--- src/rtl/fifo_pkg.sv ---
`default_nettype none
// ============================================================================
// Module      : fifo_pkg
// Description : Definitions shared by the async FIFO and the blocks in front
//               of it.
//                 DSIZE/ASIZE : default data and address widths of the FIFO
//                 arb_state_t : write-arbiter state encoding
// Revision    : 1.0 - initial release
// ============================================================================
package fifo_pkg;

    localparam int DSIZE = 8;
    localparam int ASIZE = 4;

    typedef enum logic [0:0] {
        IDLE  = 1'b0,
        GRANT = 1'b1
    } arb_state_t;

endpackage
`default_nettype wire

--- src/rtl/fifo_wr_arbiter_rr_pick.sv ---
`default_nettype none
// ============================================================================
// Module      : rr_pick
// Description : Combinational round-robin selector. It returns the first set
//               bit of i_req, searching i_ptr, i_ptr+1, ... (mod NREQ).
//               Ports:
//                 i_req   [NREQ]   request vector
//                 i_ptr   [IW]     index where the search starts (< NREQ)
//                 o_found          at least one request is set
//                 o_idx   [IW]     index of the selected request
// Revision    : 1.0 - initial release
// ============================================================================
module rr_pick #(
    parameter int NREQ = 4
) (
    input  logic [NREQ-1:0]         i_req,
    input  logic [$clog2(NREQ)-1:0] i_ptr,
    output logic                    o_found,
    output logic [$clog2(NREQ)-1:0] o_idx
);

    localparam int IW = $clog2(NREQ);
    localparam logic [IW:0] c_NREQ = (IW+1)'(NREQ);

    logic [2*NREQ-1:0] w_dbl;
    logic [NREQ-1:0]   w_rot;
    logic [IW-1:0]     w_off;
    logic [IW:0]       w_sum;

    // Rotate: bit k of w_rot is request (ptr + k) mod NREQ.
    assign w_dbl = {i_req, i_req};
    assign w_rot = w_dbl[i_ptr +: NREQ];

    // Priority-encode the rotated vector, lowest offset wins.
    always_comb begin
        w_off = '0;
        for (int k = NREQ - 1; k >= 0; k--) begin
            if (w_rot[k]) begin
                w_off = IW'(k);
            end
        end
    end

    // Unrotate with an explicit wrap, since NREQ need not be a power of two.
    assign w_sum   = {1'b0, i_ptr} + {1'b0, w_off};
    assign o_idx   = (w_sum >= c_NREQ) ? IW'(w_sum - c_NREQ) : w_sum[IW-1:0];
    assign o_found = |i_req;

endmodule
`default_nettype wire

--- src/rtl/fifo_wr_arbiter.sv ---
`default_nettype none
// ============================================================================
// Module      : fifo_wr_arbiter
// Description : Round-robin sharing of the FIFO write port among NREQ
//               producers. A grant lasts up to BURST words. Each requester
//               uses a valid/ready handshake, and only wfull stalls it.
//               Ports:
//                 wclk, wrst       write clock, sync active-high reset
//                 req_valid/data   per-requester word offers
//                 req_ready        one-hot (or zero) accept
//                 arb_en           gate for new grants (sampled in IDLE)
//                 wfull            FIFO full flag
//                 winc, wdata      FIFO write strobe and data
//                 busy, gnt_id     grant active, current/last grantee
// Revision    : 1.0 - initial release
// ============================================================================
module fifo_wr_arbiter
    import fifo_pkg::*;
#(
    parameter int DSIZE = fifo_pkg::DSIZE,
    parameter int NREQ  = 4,
    parameter int BURST = 4
) (
    input  logic                    wclk,
    input  logic                    wrst,
    input  logic [NREQ-1:0]         req_valid,
    input  logic [NREQ*DSIZE-1:0]   req_data,
    output logic [NREQ-1:0]         req_ready,
    input  logic                    arb_en,
    input  logic                    wfull,
    output logic                    winc,
    output logic [DSIZE-1:0]        wdata,
    output logic                    busy,
    output logic [$clog2(NREQ)-1:0] gnt_id
);

    localparam int IW = $clog2(NREQ);
    localparam int CW = $clog2(BURST + 1);
    localparam logic [CW-1:0] c_LAST = CW'(BURST - 1);
    localparam logic [IW-1:0] c_TOP  = IW'(NREQ - 1);

    arb_state_t    r_state, w_state_nxt;
    logic [IW-1:0] r_ptr, w_ptr_nxt;
    logic [IW-1:0] r_gnt_id, w_gnt_id_nxt;
    logic [CW-1:0] r_cnt, w_cnt_nxt;

    logic             w_found;
    logic [IW-1:0]    w_pick;
    logic             w_sel_valid;
    logic             w_xfer;
    logic [DSIZE-1:0] w_lane [NREQ];

    generate
        for (genvar i = 0; i < NREQ; i++) begin : g_lane
            assign w_lane[i] = req_data[i*DSIZE +: DSIZE];
        end
    endgenerate

    rr_pick #(
        .NREQ (NREQ)
    ) u_pick (
        .i_req   (req_valid),
        .i_ptr   (r_ptr),
        .o_found (w_found),
        .o_idx   (w_pick)
    );

    always_ff @(posedge wclk) begin
        if (wrst) begin
            r_state  <= IDLE;
            r_ptr    <= '0;
            r_gnt_id <= '0;
            r_cnt    <= '0;
        end else begin
            r_state  <= w_state_nxt;
            r_ptr    <= w_ptr_nxt;
            r_gnt_id <= w_gnt_id_nxt;
            r_cnt    <= w_cnt_nxt;
        end
    end

    assign w_sel_valid = req_valid[r_gnt_id];
    assign w_xfer      = (r_state == GRANT) && w_sel_valid && !wfull;

    always_comb begin
        w_state_nxt  = r_state;
        w_ptr_nxt    = r_ptr;
        w_gnt_id_nxt = r_gnt_id;
        w_cnt_nxt    = r_cnt;
        req_ready    = '0;
        winc         = 1'b0;
        wdata        = '0;

        case (r_state)
            IDLE: begin
                if (arb_en && w_found) begin
                    w_gnt_id_nxt = w_pick;
                    w_cnt_nxt    = '0;
                    w_state_nxt  = GRANT;
                end
            end

            GRANT: begin
                // Ready follows only back-pressure; a requester that is not
                // valid is released below without writing.
                req_ready[r_gnt_id] = !wfull;
                winc                = w_xfer;
                if (w_xfer) begin
                    wdata     = w_lane[r_gnt_id];
                    w_cnt_nxt = r_cnt + CW'(1);
                end
                // Release on a dropped valid (even while stalled) or on the
                // last word of the burst. A full FIFO with valid held stalls.
                if (!w_sel_valid || (w_xfer && (r_cnt == c_LAST))) begin
                    w_ptr_nxt   = (r_gnt_id == c_TOP) ? '0 : r_gnt_id + IW'(1);
                    w_state_nxt = IDLE;
                end
            end

            default: begin
                w_state_nxt = IDLE;
            end
        endcase
    end

    assign busy   = (r_state == GRANT);
    assign gnt_id = r_gnt_id;

endmodule
`default_nettype wire

--- config.mk ---
export PLATFORM = sky130hd
export DESIGN_NAME = fifo_wr_arbiter
export DESIGN_NICKNAME = d
export VERILOG_FILES = /design/src/rtl/fifo_pkg.sv /design/src/rtl/fifo_wr_arbiter_rr_pick.sv /design/src/rtl/fifo_wr_arbiter.sv
export SDC_FILE = /design/constraint.sdc
export NUM_CORES = 1
export LEC_CHECK = 0
export ABC_CLOCK_PERIOD_IN_PS = 4100
export BUFFER_PORTS_ARGS = -buffer_cell sky130_fd_sc_hd__buf_2
export CORE_UTILIZATION = 47
export CTS_CLUSTER_DIAMETER = 100
export DETAILED_ROUTE_END_ITERATION = 16
export PLACE_DENSITY = 0.85
export SYNTH_ARGS = -nofsm -noshare
export SYNTH_HDL_FRONTEND = slang
export SYNTH_HIERARCHICAL = 1
export SYNTH_SLANG_ARGS = --single-unit
--- constraint.sdc ---
create_clock -name wclk -period 4.1 [get_ports wclk]
set_input_delay 0.205 -clock wclk [delete_from_list [all_inputs] [get_ports wclk]]
set_output_delay 0.205 -clock wclk [all_outputs]
set_load 0.02 [all_outputs]
# Yosys cells after proc, flatten, opt, wreduce, memory -nomap -nowiden
# Cells that the tools add are included.
totals:
  memories: 0
  word_cells: 55
  latchBits: 0
  rom_bits: 0
  ram_bits: 0
  register_bits: 8
  output_inout_bits: 16
  input_bits: 40
classes:
  eq_ne: 4
  mux: 23
  n_lt_le_gt_ge: 4
  n_addsub: 4
  n_reduce_logical: 12
  bitwise: 3
  shifts: 1
  div: 0
  mul: 0
op_table:
  columns: ["cell", "count"]
  rows:
  - ["8-bit two-way mux", 4]
  - ["8-bit binary-select mux with 2-bit select", 1]
  - ["2-bit two-way mux", 6]
  - ["8-bit by 3-bit variable part select with 4-bit output", 1]
  - ["3-bit greater-or-equal comparator (second input constant)", 2]
  - ["3-bit two-way mux", 2]
  - ["3-bit case mux with 2 select lines", 1]
  - ["2-bit AND reduction", 3]
  - ["1-bit logical AND", 5]
  - ["1-bit two-way mux", 5]
  - ["4-bit AND", 1]
  - ["4-bit two-way mux", 1]
  - ["4-bit OR reduction", 1]
  - ["2-bit by 2-bit adder with 3-bit output", 1]
  - ["3-bit by 1-bit adder with 3-bit output (second input constant)", 1]
  - ["3-bit by 2-bit equality test with 1-bit output (second input constant)", 1]
  - ["2-bit by 3-bit < comparator with 1-bit output (second input constant)", 1]
  - ["2-bit NOT with 3-bit output", 1]
  - ["2-bit by 1-bit adder with 2-bit output (second input constant)", 1]
  - ["1-bit binary-select mux with 2-bit select", 1]
  - ["1-bit demux with 2-bit select", 1]
  - ["2-bit equality test (second input constant)", 1]
  - ["2-bit by 1-bit greater-or-equal comparator with 1-bit output (second input constant)", 1]
  - ["1-bit zero test", 2]
  - ["6 further kinds", 6]

# Depth between registers and ports, before layout
logic_depth:
  word_depth: 8
  mapped_depth: 10
  mapped_depth_nobuf: 9

# Cells and area by module
# The synthesis kept the hierarchy.
by_module_without_submodules:
  columns: ["mod", "area_per_inst_um2", "cells_each", "n_inst"]
  rows:
  - ["fifo_wr_arbiter", 775.7, 71, 1]
  - ["rr_pick", 178.9, 27, 1]

# Worst setup path after synthesis
# No wires, ideal clock.
synth_timing:
  path_type: "register to output"
  start: "register r_gnt_id[0] (netlist: gnt_id[0])"
  end: "output wdata[0]"
  setup_slack_ps: 2314
  n_path_buf: 2
  arrival_time_ps: 1581
  path_stages_with_launch: 5
  cell_sequence: "dfxtp_1 buf_6 buf_4 mux4_2 and3_1"
synth_between:
  elab_chain_cells: 6
  elab_cells_between_ends: 10
  cone_classes: "7 x mux; 1 x bitwise; 2 x reduce/logical"
synth_lines:
  columns: ["item", "line_no", "text"]
  rows:
  - ["start: declaration", "fifo_wr_arbiter.sv:44", "logic [IW-1:0] r_gnt_id, w_gnt_id_nxt;"]
  - ["start signal: assignment", "fifo_wr_arbiter.sv:77", "r_gnt_id <= w_gnt_id_nxt;"]
  - ["2-bit NOT with 3-bit output (implied by the code) / 1-bit binary-select mux with 2-bit select (equally long branches)", "fifo_wr_arbiter.sv:109, fifo_wr_arbiter.sv:82", null]
  - ["8-bit binary-select mux with 2-bit select / 1-bit two-way mux (equally long branches)", "fifo_wr_arbiter.sv:109, fifo_wr_arbiter.sv:82", null]
  - ["8-bit two-way mux (implied by the code) / 1-bit logical AND (equally long branches) (2 in series)", "fifo_wr_arbiter.sv:109, fifo_wr_arbiter.sv:83", null]
  - ["8-bit two-way mux (*)", "fifo_wr_arbiter.sv:108", "if (w_xfer) begin"]
  - ["8-bit two-way mux (*)", "fifo_wr_arbiter.sv:94", "case (r_state)"]
  - ["end: declaration", "fifo_wr_arbiter.sv:32", "output logic [DSIZE-1:0] wdata,"]
# Every way passes the cells marked *; elsewhere a longest branch is shown, timed or not. The select of a mux whose other input is x is not followed.

# Worst setup path after layout
layout_timing:
  start: "register r_gnt_id[0] (netlist: gnt_id[0])"
  end: "output wdata[5]"
# Same word-level chain as after synthesis.

==> impl_metrics.json <==
{
  "power_frac_seq": 0.380,
  "r2r-end": "r_ptr[0]",
  "cts_root_buf": "clkbuf_4",
  "crit_type": "reg -> out",
  "route.top_layer_used": "met4",
  "antennaDiodeCount": 0,
  "numCtsBuffers": 3,
  "synthTopCellsByArea": "mux4_2 (21%), dfxtp_1 (17%), ha_1 (9.2%)",
  "dpl_worst_slack_ns": 1.96,
  "hold_buffers": 0,
  "wl_met3_um": 205,
  "post-route-min-period_ns": 2.39,
  "cts_tree": "yes",
  "synth_largest_area_cell": "mux4_2",
  "p_int_mw": 0.170,
  "drv_slew": 0,
  "wirelength_mm": 2.35,
  "hold_viol_final": 0,
  "dpl-instance-area_mm2": 0.00122,
  "yosysSeqAreaShare": 0.168,
  "num_rows": 15,
  "cap_violations": 0,
  "status": "complete, no violations",
  "ir_drop_mv": 0.179,
  "first_pass_iters": 4,
  "wl_met1_um": 996,
  "coreArea_mm2": 0.00182,
  "die-height_um": 47.1,
  "p_sw_frac": 0.332,
  "synth_nets": 145,
  "worstPathArrival_ns": 2.18,
  "finalSetupTns_ns": 0,
  "cts_max_path_buffers": 2,
  "drive_gt1_frac": 0.487,
  "cp_slowest_cell": "dfxtp_1",
  "met2WireLength_mm": 1.13,
  "final_cell_area_mm2": 0.00124,
  "syn_to_final_growth_pct": 30.4,
  "start_util": 0.524,
  "worst_slew_pin_slew_ns": 0.832,
  "dr.first_iter.drc_count": 17,
  "timing.slew.headroom": 0.445,
  "viasPerCell": 5.57,
  "ys_top_cells_by_count": "and3_1 (9), mux4_2 (9), dfxtp_1 (8)",
  "hpwlAfterDp_mm": 1.80,
  "synth_edf_count": 0,
  "grt_first_pass_wirelength_mm": 3.22,
  "ys_warn_count": 6,
  "r2r_slack_ns": 2.08,
  "grt_setup_unrepaired": "no",
  "die_x_um": 47.1,
  "crit_path_max_fanout": 17,
  "h-tree-depth": 1,
  "track_usage": 0.204,
  "whs_endpoint": "r_cnt[1]",
  "cts_sinks": 8,
  "required_ns": 3.89,
  "p_switching_mw": 0.0846,
  "grt_max_degree": 18,
  "numPortBuffers": 55,
  "antenna_found_initial": 0,
  "drcViolationCount": 0,
  "power_density_mw_per_mm2": 205,
  "synth_seq_cells": 8,
  "worstPathCellList": "mux4_2 -> and3_1 -> buf_2",
  "rr_worst_depth": 4,
  "overflow": 0,
  "synth_cells": 98,
  "start_kind": "register",
  "grt_pass1_vias": 820,
  "clock_power_share": 0.232,
  "synth_area_per_cell_um2": 9.74,
  "fin_worst_skew_ns": 0.00250,
  "vias": 974,
  "avgRoutedWirePerCell_um": 13.4,
  "hp-class": "in -> reg",
  "synthFlopType": "dfxtp_1",
  "yosysTopAreaCellShare": 0.212,
  "netlist_area_um2": 955,
  "hold_ws_ns": 0.249,
  "num-nets-final": 199,
  "setup_violations": 0,
  "yosys.cell_types.count": 37,
  "max_stage_delay_ns": 0.86,
  "clk_latency_ns": 0.25,
  "post_cts_resized": 0,
  "hp-start": "wrst",
  "p_leak_nw": 0.635,
  "fillers": 153,
  "antenna_left": 0,
  "layout_setup_ws_ns": 1.71,
  "gp_congestion": 0.781,
  "ios": 56,
  "timing.rr.start": "gnt_id[0]",
  "p_total_mw": 0.255,
  "post_cts_buffers": 0,
  "pwr-share-comb": 0.388,
  "cp-end-kind": "primary output",
  "cts.clk_slew.worst_paths_ns": 0.05,
  "fmax_mhz": 419,
  "whs_path_depth": 2,
  "dieArea_mm2": 0.00222,
  "async_reset_ff_frac": 0,
  "fin_crit_sh": 0.583
}
-- registers in the layout, summed over array words and instances (netlist names) --
signal,count
gnt_id,2
r_cnt,3
busy,1
r_ptr,2
-- cell type report --
cell class / count / area (um^2) / share of cell area
Multi-Input combinational cell: 79 / 737 / 0.592
Timing Repair Buffer: 55 / 275 / 0.221
Sequential cell: 8 / 160 / 0.129
Tap cell: 25 / 31.3 / 0.0251
Clock buffer: 3 / 22.5 / 0.0181
Inverter: 5 / 18.8 / 0.0151
-- metal layers --
metal / vias up / global-route usage
met4: 0 / 0.0457
li1: 475 / -
met1: 450 / 0.207
met2: 47 / 0.394
met3: 2 / 0.0731
met5: - / 0
-- cell usage in the layout (no fill, tap or decap), drive strengths merged, types with 2 or more instances in the layout --
master / instances
nor3: 3
buf: 55
clkbuf: 3
nand2b: 4
nor2: 5
a21oi: 3
o31ai: 2
inv: 5
nand3b: 2
mux4: 9
dfxtp: 8
mux2i: 6
a211oi: 2
nand2: 5
nand4b: 2
ha: 7
and2: 5
and3: 9
nor3b: 2
-- worst max path at each step --
stage / slack (ns) / from / cells past startpoint / endpoint
floorplan: 2.31 / gnt_id[0] / 4 / wdata[0]
detailed placement: 1.96 / gnt_id[0] / 3 / wdata[5]
CTS: 1.69 / gnt_id[0] / 4 / winc
finish: 1.71 / gnt_id[0] / 3 / wdata[5]
global placement: 2.00 / gnt_id[0] / 4 / winc
global route: 1.55 / gnt_id[0] / 4 / winc
-- power by group through the flow --
| stage | registers [mW] | logic, mW | clock network [mW] |
|---|---|---|---|
| after detailed placement | 0.0986 | 0.0978 | 0 |
| final | 0.0968 | 0.0987 | 0.0591 |
| after global placement | 0.0981 | 0.0956 | 0 |
| after CTS | 0.0970 | 0.0987 | 0.0616 |
| after floorplan | 0.0909 | 0.0734 | 0 |
| after global routing | 0.0989 | 0.108 | 0.0661 |
-- cell families after synthesis --
group | Yosys count | share of synthesized area
compound gates | 12 | 0.102
xor+xnor | 2 | 0.0184
simple gates | 42 | 0.273
buf+inv | 11 | 0.0603
mux | 16 | 0.287
fa+ha+maj | 7 | 0.0917
flops | 8 | 0.168
-- metrics by stage --
| stage | utilization | cells |
|---|---|---|
| after CTS | 0.684 | 175 |
| after detailed placement | 0.671 | 172 |
| after global routing | 0.684 | 175 |
| after global placement | 0.671 | 172 |
| final | 0.684 | 175 |
| after floorplan | - | 98 |
-- critical path, delay by kind of cell, from the launching register on --
family	cells	cell delay, ns
flip-flops	1	0.86
multiplexers	1	0.72
buffers and inverters	1	0.16
AND/OR/NAND/NOR	1	0.20
Power figures use the tool's default switching activity.
